==> config.mk <==
export PLATFORM = sky130hd
export DESIGN_NAME = io_format_decode
export DESIGN_NICKNAME = d
export VERILOG_FILES = /design/src/rtl/io_format_decode.sv
export SDC_FILE = /design/constraint.sdc
export NUM_CORES = 1
export LEC_CHECK = 0
export BUFFER_PORTS_ARGS = -buffer_cell sky130_fd_sc_hd__buf_2
export CORE_MARGIN = 2
export CORE_UTILIZATION = 40
export DETAILED_ROUTE_END_ITERATION = 8
export GPL_ROUTABILITY_DRIVEN = 1
export PLACE_DENSITY = 0.6
export SLEW_MARGIN = 30
export SYNTH_ARGS = -nofsm -noshare
export SYNTH_HDL_FRONTEND = slang
export SYNTH_SLANG_ARGS = --single-unit
==> constraint.sdc <==
create_clock -name CLOCK -period 5.8 [get_ports CLOCK]
set_input_delay 0.29 -clock CLOCK [delete_from_list [all_inputs] [get_ports CLOCK]]
set_output_delay 0.29 -clock CLOCK [all_outputs]
set_load 0.005 [all_outputs]
==> src/rtl/io_format_decode.sv <==
// Slow-out format stage: splits serial slow-out data into digits, decodes per-digit format codes,
// drives the I/O flags and queues characters. Build macro IO_FMT_PARITY_EN adds odd parity in char_data[5].
module io_format_decode #(
  parameter int DEPTH = 4
) (
  input  logic       CLOCK,
  input  logic       rst_n,
  input  logic       T0,
  input  logic       SLOW_OUT,
  input  logic       DATA_BIT,
  input  logic       FMT_BIT,
  input  logic       DIGIT_STB,
  input  logic       FMT_STB,
  input  logic       char_ready,
  output logic       DIGIT_OF,
  output logic       WAIT_OF,
  output logic       CR_TAB_OF,
  output logic       STOP_OF,
  output logic       char_valid,
  output logic [5:0] char_data,
  output logic       fifo_full
);

  // state | meaning
  // IDLE  | waiting for SLOW_OUT & T0      SHIFT | collecting digit + format bits
  // EMIT  | act on latched format (1 cyc)  HOLD  | FIFO full, retrying the push
  // DONE  | end/reload reached, STOP_OF    (SLOW_OUT low forces IDLE from any state)
  typedef enum logic [2:0] {S_IDLE, S_SHIFT, S_EMIT, S_HOLD, S_DONE} state_t;

  localparam int AW = $clog2(DEPTH);
  localparam logic [AW:0] FULL_CNT = (AW+1)'(DEPTH);

  localparam logic [2:0] F_DIGIT  = 3'b000;
  localparam logic [2:0] F_END    = 3'b001;
  localparam logic [2:0] F_CR     = 3'b010;
  localparam logic [2:0] F_PERIOD = 3'b011;
  localparam logic [2:0] F_SIGN   = 3'b100;
  localparam logic [2:0] F_RELOAD = 3'b101;
  localparam logic [2:0] F_TAB    = 3'b110;
  localparam logic [2:0] F_WAIT   = 3'b111;

  state_t      state, state_d;
  logic [3:0]  dig_sr, dig_sr_d;
  logic [2:0]  fmt_sr, fmt_sr_d;
  logic        dig_seen, fmt_seen;
  logic        dig_done, fmt_done, pair_done, shifting;
  logic        push_req, push_en, fmt_stop, can_push, pop;
  logic [4:0]  push_code;

  logic [4:0]    mem [DEPTH];
  logic [AW-1:0] wr_ptr, rd_ptr;
  logic [AW:0]   count;
  logic [4:0]    head;
  logic          char_par;

  assign shifting  = (state == S_SHIFT);
  assign dig_done  = dig_seen | (shifting & DIGIT_STB);
  assign fmt_done  = fmt_seen | (shifting & FMT_STB);
  assign pair_done = shifting & dig_done & fmt_done;

  // Each register freezes once its own strobe has been seen, so it holds the finished group until EMIT.
  assign dig_sr_d = (shifting & ~dig_seen) ? {DATA_BIT, dig_sr[3:1]} : dig_sr;
  assign fmt_sr_d = (shifting & ~fmt_seen) ? {FMT_BIT, fmt_sr[2:1]} : fmt_sr;

  assign char_valid = (count != '0);
  assign fifo_full  = (count == FULL_CNT);
  assign pop        = char_valid & char_ready;
  assign can_push   = ~fifo_full | pop;

  always_comb begin
    push_req  = 1'b0;
    push_code = 5'h00;
    fmt_stop  = 1'b0;
    case (fmt_sr)
      F_DIGIT:  begin push_req = 1'b1;      push_code = {1'b0, dig_sr}; end
      F_CR:     begin push_req = 1'b1;      push_code = 5'h10; end
      F_TAB:    begin push_req = 1'b1;      push_code = 5'h11; end
      F_PERIOD: begin push_req = 1'b1;      push_code = 5'h12; end
      F_SIGN:   begin push_req = dig_sr[0]; push_code = 5'h13; end
      F_END, F_RELOAD: fmt_stop = 1'b1;
      default: ;
    endcase
  end

  always_comb begin
    state_d = state;
    push_en = 1'b0;
    case (state)
      S_IDLE:  if (T0) state_d = S_SHIFT;
      S_SHIFT: if (pair_done) state_d = S_EMIT;
      S_EMIT: begin
        if (fmt_stop) begin
          state_d = S_DONE;
        end else if (push_req) begin
          push_en = can_push;
          state_d = can_push ? S_SHIFT : S_HOLD;
        end else begin
          state_d = S_SHIFT;
        end
      end
      S_HOLD: begin
        if (can_push) begin
          push_en = 1'b1;
          state_d = S_SHIFT;
        end
      end
      S_DONE:  state_d = S_DONE;
      default: state_d = S_IDLE;
    endcase
    if (!SLOW_OUT) begin
      state_d = S_IDLE;
      push_en = 1'b0;
    end
  end

  always_ff @(posedge CLOCK or negedge rst_n) begin
    if (!rst_n) begin
      state     <= S_IDLE;
      dig_sr    <= '0;
      fmt_sr    <= '0;
      dig_seen  <= 1'b0;
      fmt_seen  <= 1'b0;
      DIGIT_OF  <= 1'b0;
      WAIT_OF   <= 1'b0;
      CR_TAB_OF <= 1'b0;
    end else begin
      state    <= state_d;
      dig_sr   <= dig_sr_d;
      fmt_sr   <= fmt_sr_d;
      dig_seen <= shifting & dig_done & ~pair_done;
      fmt_seen <= shifting & fmt_done & ~pair_done;
      if (state_d == S_EMIT) begin
        DIGIT_OF  <= (fmt_sr_d == F_DIGIT);
        WAIT_OF   <= (fmt_sr_d == F_WAIT);
        CR_TAB_OF <= (fmt_sr_d == F_CR) || (fmt_sr_d == F_TAB);
      end else if (state_d == S_IDLE || state_d == S_DONE) begin
        DIGIT_OF  <= 1'b0;
        WAIT_OF   <= 1'b0;
        CR_TAB_OF <= 1'b0;
      end
    end
  end

  assign STOP_OF = (state == S_DONE);

  always_ff @(posedge CLOCK) begin
    if (push_en) mem[wr_ptr] <= push_code;
  end

  always_ff @(posedge CLOCK or negedge rst_n) begin
    if (!rst_n) begin
      wr_ptr <= '0;
      rd_ptr <= '0;
      count  <= '0;
    end else begin
      if (push_en) wr_ptr <= wr_ptr + AW'(1);
      if (pop)     rd_ptr <= rd_ptr + AW'(1);
      case ({push_en, pop})
        2'b10:   count <= count + (AW+1)'(1);
        2'b01:   count <= count - (AW+1)'(1);
        default: count <= count;
      endcase
    end
  end

  assign head = mem[rd_ptr];

`ifdef IO_FMT_PARITY_EN
  assign char_par = ~^head;
`else
  assign char_par = 1'b0;
`endif

  // Gated so the output reads 0 while empty, including straight after an async reset.
  assign char_data = char_valid ? {char_par, head} : 6'h00;

endmodule

==> out/results.md <==
| Item | Value |
|:---|:---|
| Destination of the worst hold path | dig_seen |
| Boundary Pins | 21 |
| Synthesized net count | 171 |
| Total number of yosys warnings | 0 |
| Dominant cell by count in the synthesized netlist | sky130_fd_sc_hd__dfrtp_1 |
| Total die area | 5680 um2 |
| Deepest level of the CTS H-tree | 2 |
| Mapped cell area | 2040 um2 |
| Number of global-route vias before repair | 1,222 |
| Number of antenna violations at the first check in global routing | 0 |
| Crit path arrival time | 2820 ps |
| Largest fanout of any net on the critical path | 7 |
| Hold violation count in the final report | 0 |
| Clock Tree Root | sky130_fd_sc_hd__clkbuf_8 |
| Launch instance of the worst min-delay path | FMT_STB |
| Num Clock Sinks | 42 |
| Achievable frequency | 384 MHz |
| Fraction of final layout cells sized beyond drive strength 1 | 0.236 |
| Slowest cell on crit path | sky130_fd_sc_hd__or4b_2 |
| Final standard cell area without fillers | 2250 um2 |
| Count of buffer and inverter cells on the critical path | 2 |
| Die height | 75.4 um |
| Kind of critical path | flop to flop |
| Clock transition at the registers of the reported paths | 80 ps |
| Peak supply drop | 0.146 mV |
| Pwr dens | 398 nW/um2 |
| Cell-by-cell listing of the critical path | or4b_2 > o2111a_1 > inv_1 > ha_1 > inv_1 > fa_1 > xor2_1 > nor2_1 > xor2_1 |
| MaxCap Viol Count | 0 |
| Delay of the slowest cell on the worst path | 730 ps |
| Minimum period implied by the final worst setup slack | 2610 ps |
| Cells taking the most area after synthesis | sky130_fd_sc_hd__edfxtp_1 (29%), sky130_fd_sc_hd__dfrtp_1 (27%), sky130_fd_sc_hd__mux4_2 (5.5%) |
| CP startpoint kind | flop |
| Critical path data required time | 6010 ps |
| Clock tree from TritonCTS | built |
| HP Class | input port to flop |
| Cell variety after synth | 43 |
| Number of synthesized register bits | 42 |
| Gate family responsible for the most delay along the worst path | simple AND/OR/NAND/NOR gates |
| Hold slack | 194 ps |
| Switching power of the nets | 290 uW |
| Cells on worst reg2reg path | 9 |
| Worst-Skew Late Latency | 290 ps |
| Layout Skew | 7.70 ps |
| Fraction of the cycle the final worst path needs | 0.449 |
| Worst r2r src | count[0] |
| Critical path endpoint category | flop |
| Pre-antenna DRT Iters | 4 |
| Maximum root-to-sink buffer count | 2 |
| Mapped Cells | 156 |
| Total cell area at the placement stage | 2160 um2 |
| Worst reg2reg path endpoint | count[2] |
| DRC | 0 |
| GPL Wtd Cong | 0.806 |
| Area share of the largest cell type after synthesis | 0.295 |
| Internal power | 608 uW |
| Routed wire per std cell | 14.7 um |
| Final HPWL from detailed placement | 2640 um |
| Detailed-route wire length | 3540 um |
| Row count | 25 |
| Global route total overflow | 0 |
| Cell taking the most area after synthesis | sky130_fd_sc_hd__edfxtp_1 |
| Total GRT Usage | 0.142 |
| Routed vias | 1,219 |
| Setup-violating endpoint count in the final report | 0 |
| First-pass GRT wire length | 5910 um |
| Mean instance size in the synthesized netlist | 13.1 um2 |
| Unrepaired setup endpoints after global routing | no |
| Hold Path Stages | 2 |
| Internal reg-to-reg setup slack | 3190 ps |
| Die Wd | 75.4 um |
| CORE AREA | 4820 um2 |
| Number of diodes added for antenna fixing | 0 |
| Number of enable-type register cells in the synthesized netlist | 20 |
| Final Net Count | 188 |
| Synth-to-layout area growth | 10.6% |
| Quantity of I/O buffers inserted on ports | 19 |
| Result of the run | finished, final reports clean |
| Final TNS setup | 0 ps |
| Combinational fraction of design power | 0.293 |
| Clock network power share | 0.205 |
| Fraction of the yosys area taken by sequential cells | 0.565 |
| Detail-routed via count per cell | 5.06 |
| Largest net degree at the start of global routing | 23 |
| Max-slew violation total from the final report | 0 |
| Drt first-iter violations | 68 |
| Effective utilization at floorplan | 0.423 |
| Dominant synthesized flop cell | sky130_fd_sc_hd__dfrtp_1 |
| Number of buffers created by CTS | 5 |
| Switching part of the total | 0.323 |
| Post-route antenna net violation count | 0 |
| Async set-or-reset flop fraction in the synthesized netlist | 0.524 |
| Post-synth top cells | sky130_fd_sc_hd__dfrtp_1 (22), sky130_fd_sc_hd__edfxtp_1 (20), sky130_fd_sc_hd__and2_1 (13) |
| Flop pwr share | 0.502 |
| Leak | 0.000900 uW |
-- power groups by stage --
stage                     clock [uW]  combinational (uW)  sequential, uW
after floorplan                    0                 237             408
after global placement             0                 257             454
after detailed placement           0                 266             459
after CTS                        190                 268             452
after global routing             199                 300             462
final                            184                 263             451
-- metrics by stage --
step	setup WS (ps)	power, uW	std cells	util
6_report	3190	898	241	0.468
3_3_place_gp	3300	711	232	0.448
5_1_grt	3010	961	241	0.468
3_5_place_dp	3240	725	232	0.448
4_1_cts	3200	910	241	0.468
2_1_floorplan	3400	646	156	-
-- cells in the final DEF (no fill, tap or decap), types with 3 or more instances in the layout --
cell | synthesis | final
sky130_fd_sc_hd__a21oi_1 | 6 | 6
sky130_fd_sc_hd__mux2_2 | 7 | 7
sky130_fd_sc_hd__nand2b_1 | 3 | 3
sky130_fd_sc_hd__nand2_1 | 4 | 4
sky130_fd_sc_hd__ha_1 | 5 | 5
sky130_fd_sc_hd__mux4_2 | 5 | 5
sky130_fd_sc_hd__dfrtp_1 | 22 | 22
sky130_fd_sc_hd__buf_2 | 2 | 19
sky130_fd_sc_hd__o21ai_0 | 4 | 4
sky130_fd_sc_hd__o2bb2ai_1 | 3 | 3
sky130_fd_sc_hd__and2_1 | 13 | 13
sky130_fd_sc_hd__nor2b_1 | 3 | 3
sky130_fd_sc_hd__edfxtp_1 | 20 | 20
sky130_fd_sc_hd__xor2_1 | 3 | 3
sky130_fd_sc_hd__mux2i_1 | 3 | 3
sky130_fd_sc_hd__clkbuf_8 | 0 | 5
sky130_fd_sc_hd__inv_1 | 7 | 7
sky130_fd_sc_hd__xnor2_1 | 3 | 3
sky130_fd_sc_hd__nor2_1 | 9 | 9
-- final cells by class --
type | instances | area (um2)
sequential | 42 | 1150
fill | 473 | 2560
clock buffer | 6 | 72.6
clock inverter | 2 | 12.5
inverter | 7 | 26.3
multi-input combinational | 97 | 802
timing repair buffer | 20 | 105
tap | 67 | 83.8
-- state kept, by name (all words and copies together), names as in the netlist --
register	count
wr_ptr	2
fmt_seen	1
state	3
mem	20
fmt_sr	3
WAIT_OF	1
dig_seen	1
count	3
CR_TAB_OF	1
rd_ptr	2
dig_sr	4
DIGIT_OF	1
-- kinds of logic after synthesis --
| kind of cell | Yosys count | share of synthesized area |
|---|---|---|
| AO/OA/AOI/OAI | 20 | 0.0669 |
| XOR/XNOR | 6 | 0.0258 |
| adder cells (fa/ha/maj) | 6 | 0.0405 |
| buffers and inverters | 17 | 0.0417 |
| flip-flops | 42 | 0.565 |
| multiplexers | 15 | 0.109 |
| other | 1 | 0.00184 |
| AND/OR/NAND/NOR | 49 | 0.150 |
-- metal layers --
metal  routed length [um]  track usage
met5                    0            0
met4                   49       0.0585
met3                  101       0.0317
met2                 1690        0.223
met1                 1690        0.192
-- worst reg2reg max path, stage by stage, from the launching register on --
cell	delay (ps)
sky130_fd_sc_hd__dfrtp_1	420
sky130_fd_sc_hd__or4b_2	730
sky130_fd_sc_hd__o2111a_1	270
sky130_fd_sc_hd__inv_1	90
sky130_fd_sc_hd__ha_1	180
sky130_fd_sc_hd__inv_1	60
sky130_fd_sc_hd__fa_1	370
sky130_fd_sc_hd__xor2_1	150
sky130_fd_sc_hd__nor2_1	100
sky130_fd_sc_hd__xor2_1	160
-- repair_timing --
item	CTS	global route
gates resized for setup	0	0
setup buffers	0	0
hold endpoints to repair	22	0
hold buffers	1	0
-- how the worst max path moves through the flow --
stage | end | slack (ps) | cells after the start | start
after floorplan | count[2] | 3400 | 9 | count[0]
after global placement | count[2] | 3300 | 9 | count[0]
after detailed placement | count[2] | 3240 | 9 | count[0]
after CTS | count[2] | 3200 | 9 | count[0]
after global routing | count[2] | 3010 | 9 | count[0]
final | count[2] | 3190 | 9 | count[0]
(Power assumes the default switching activity.)
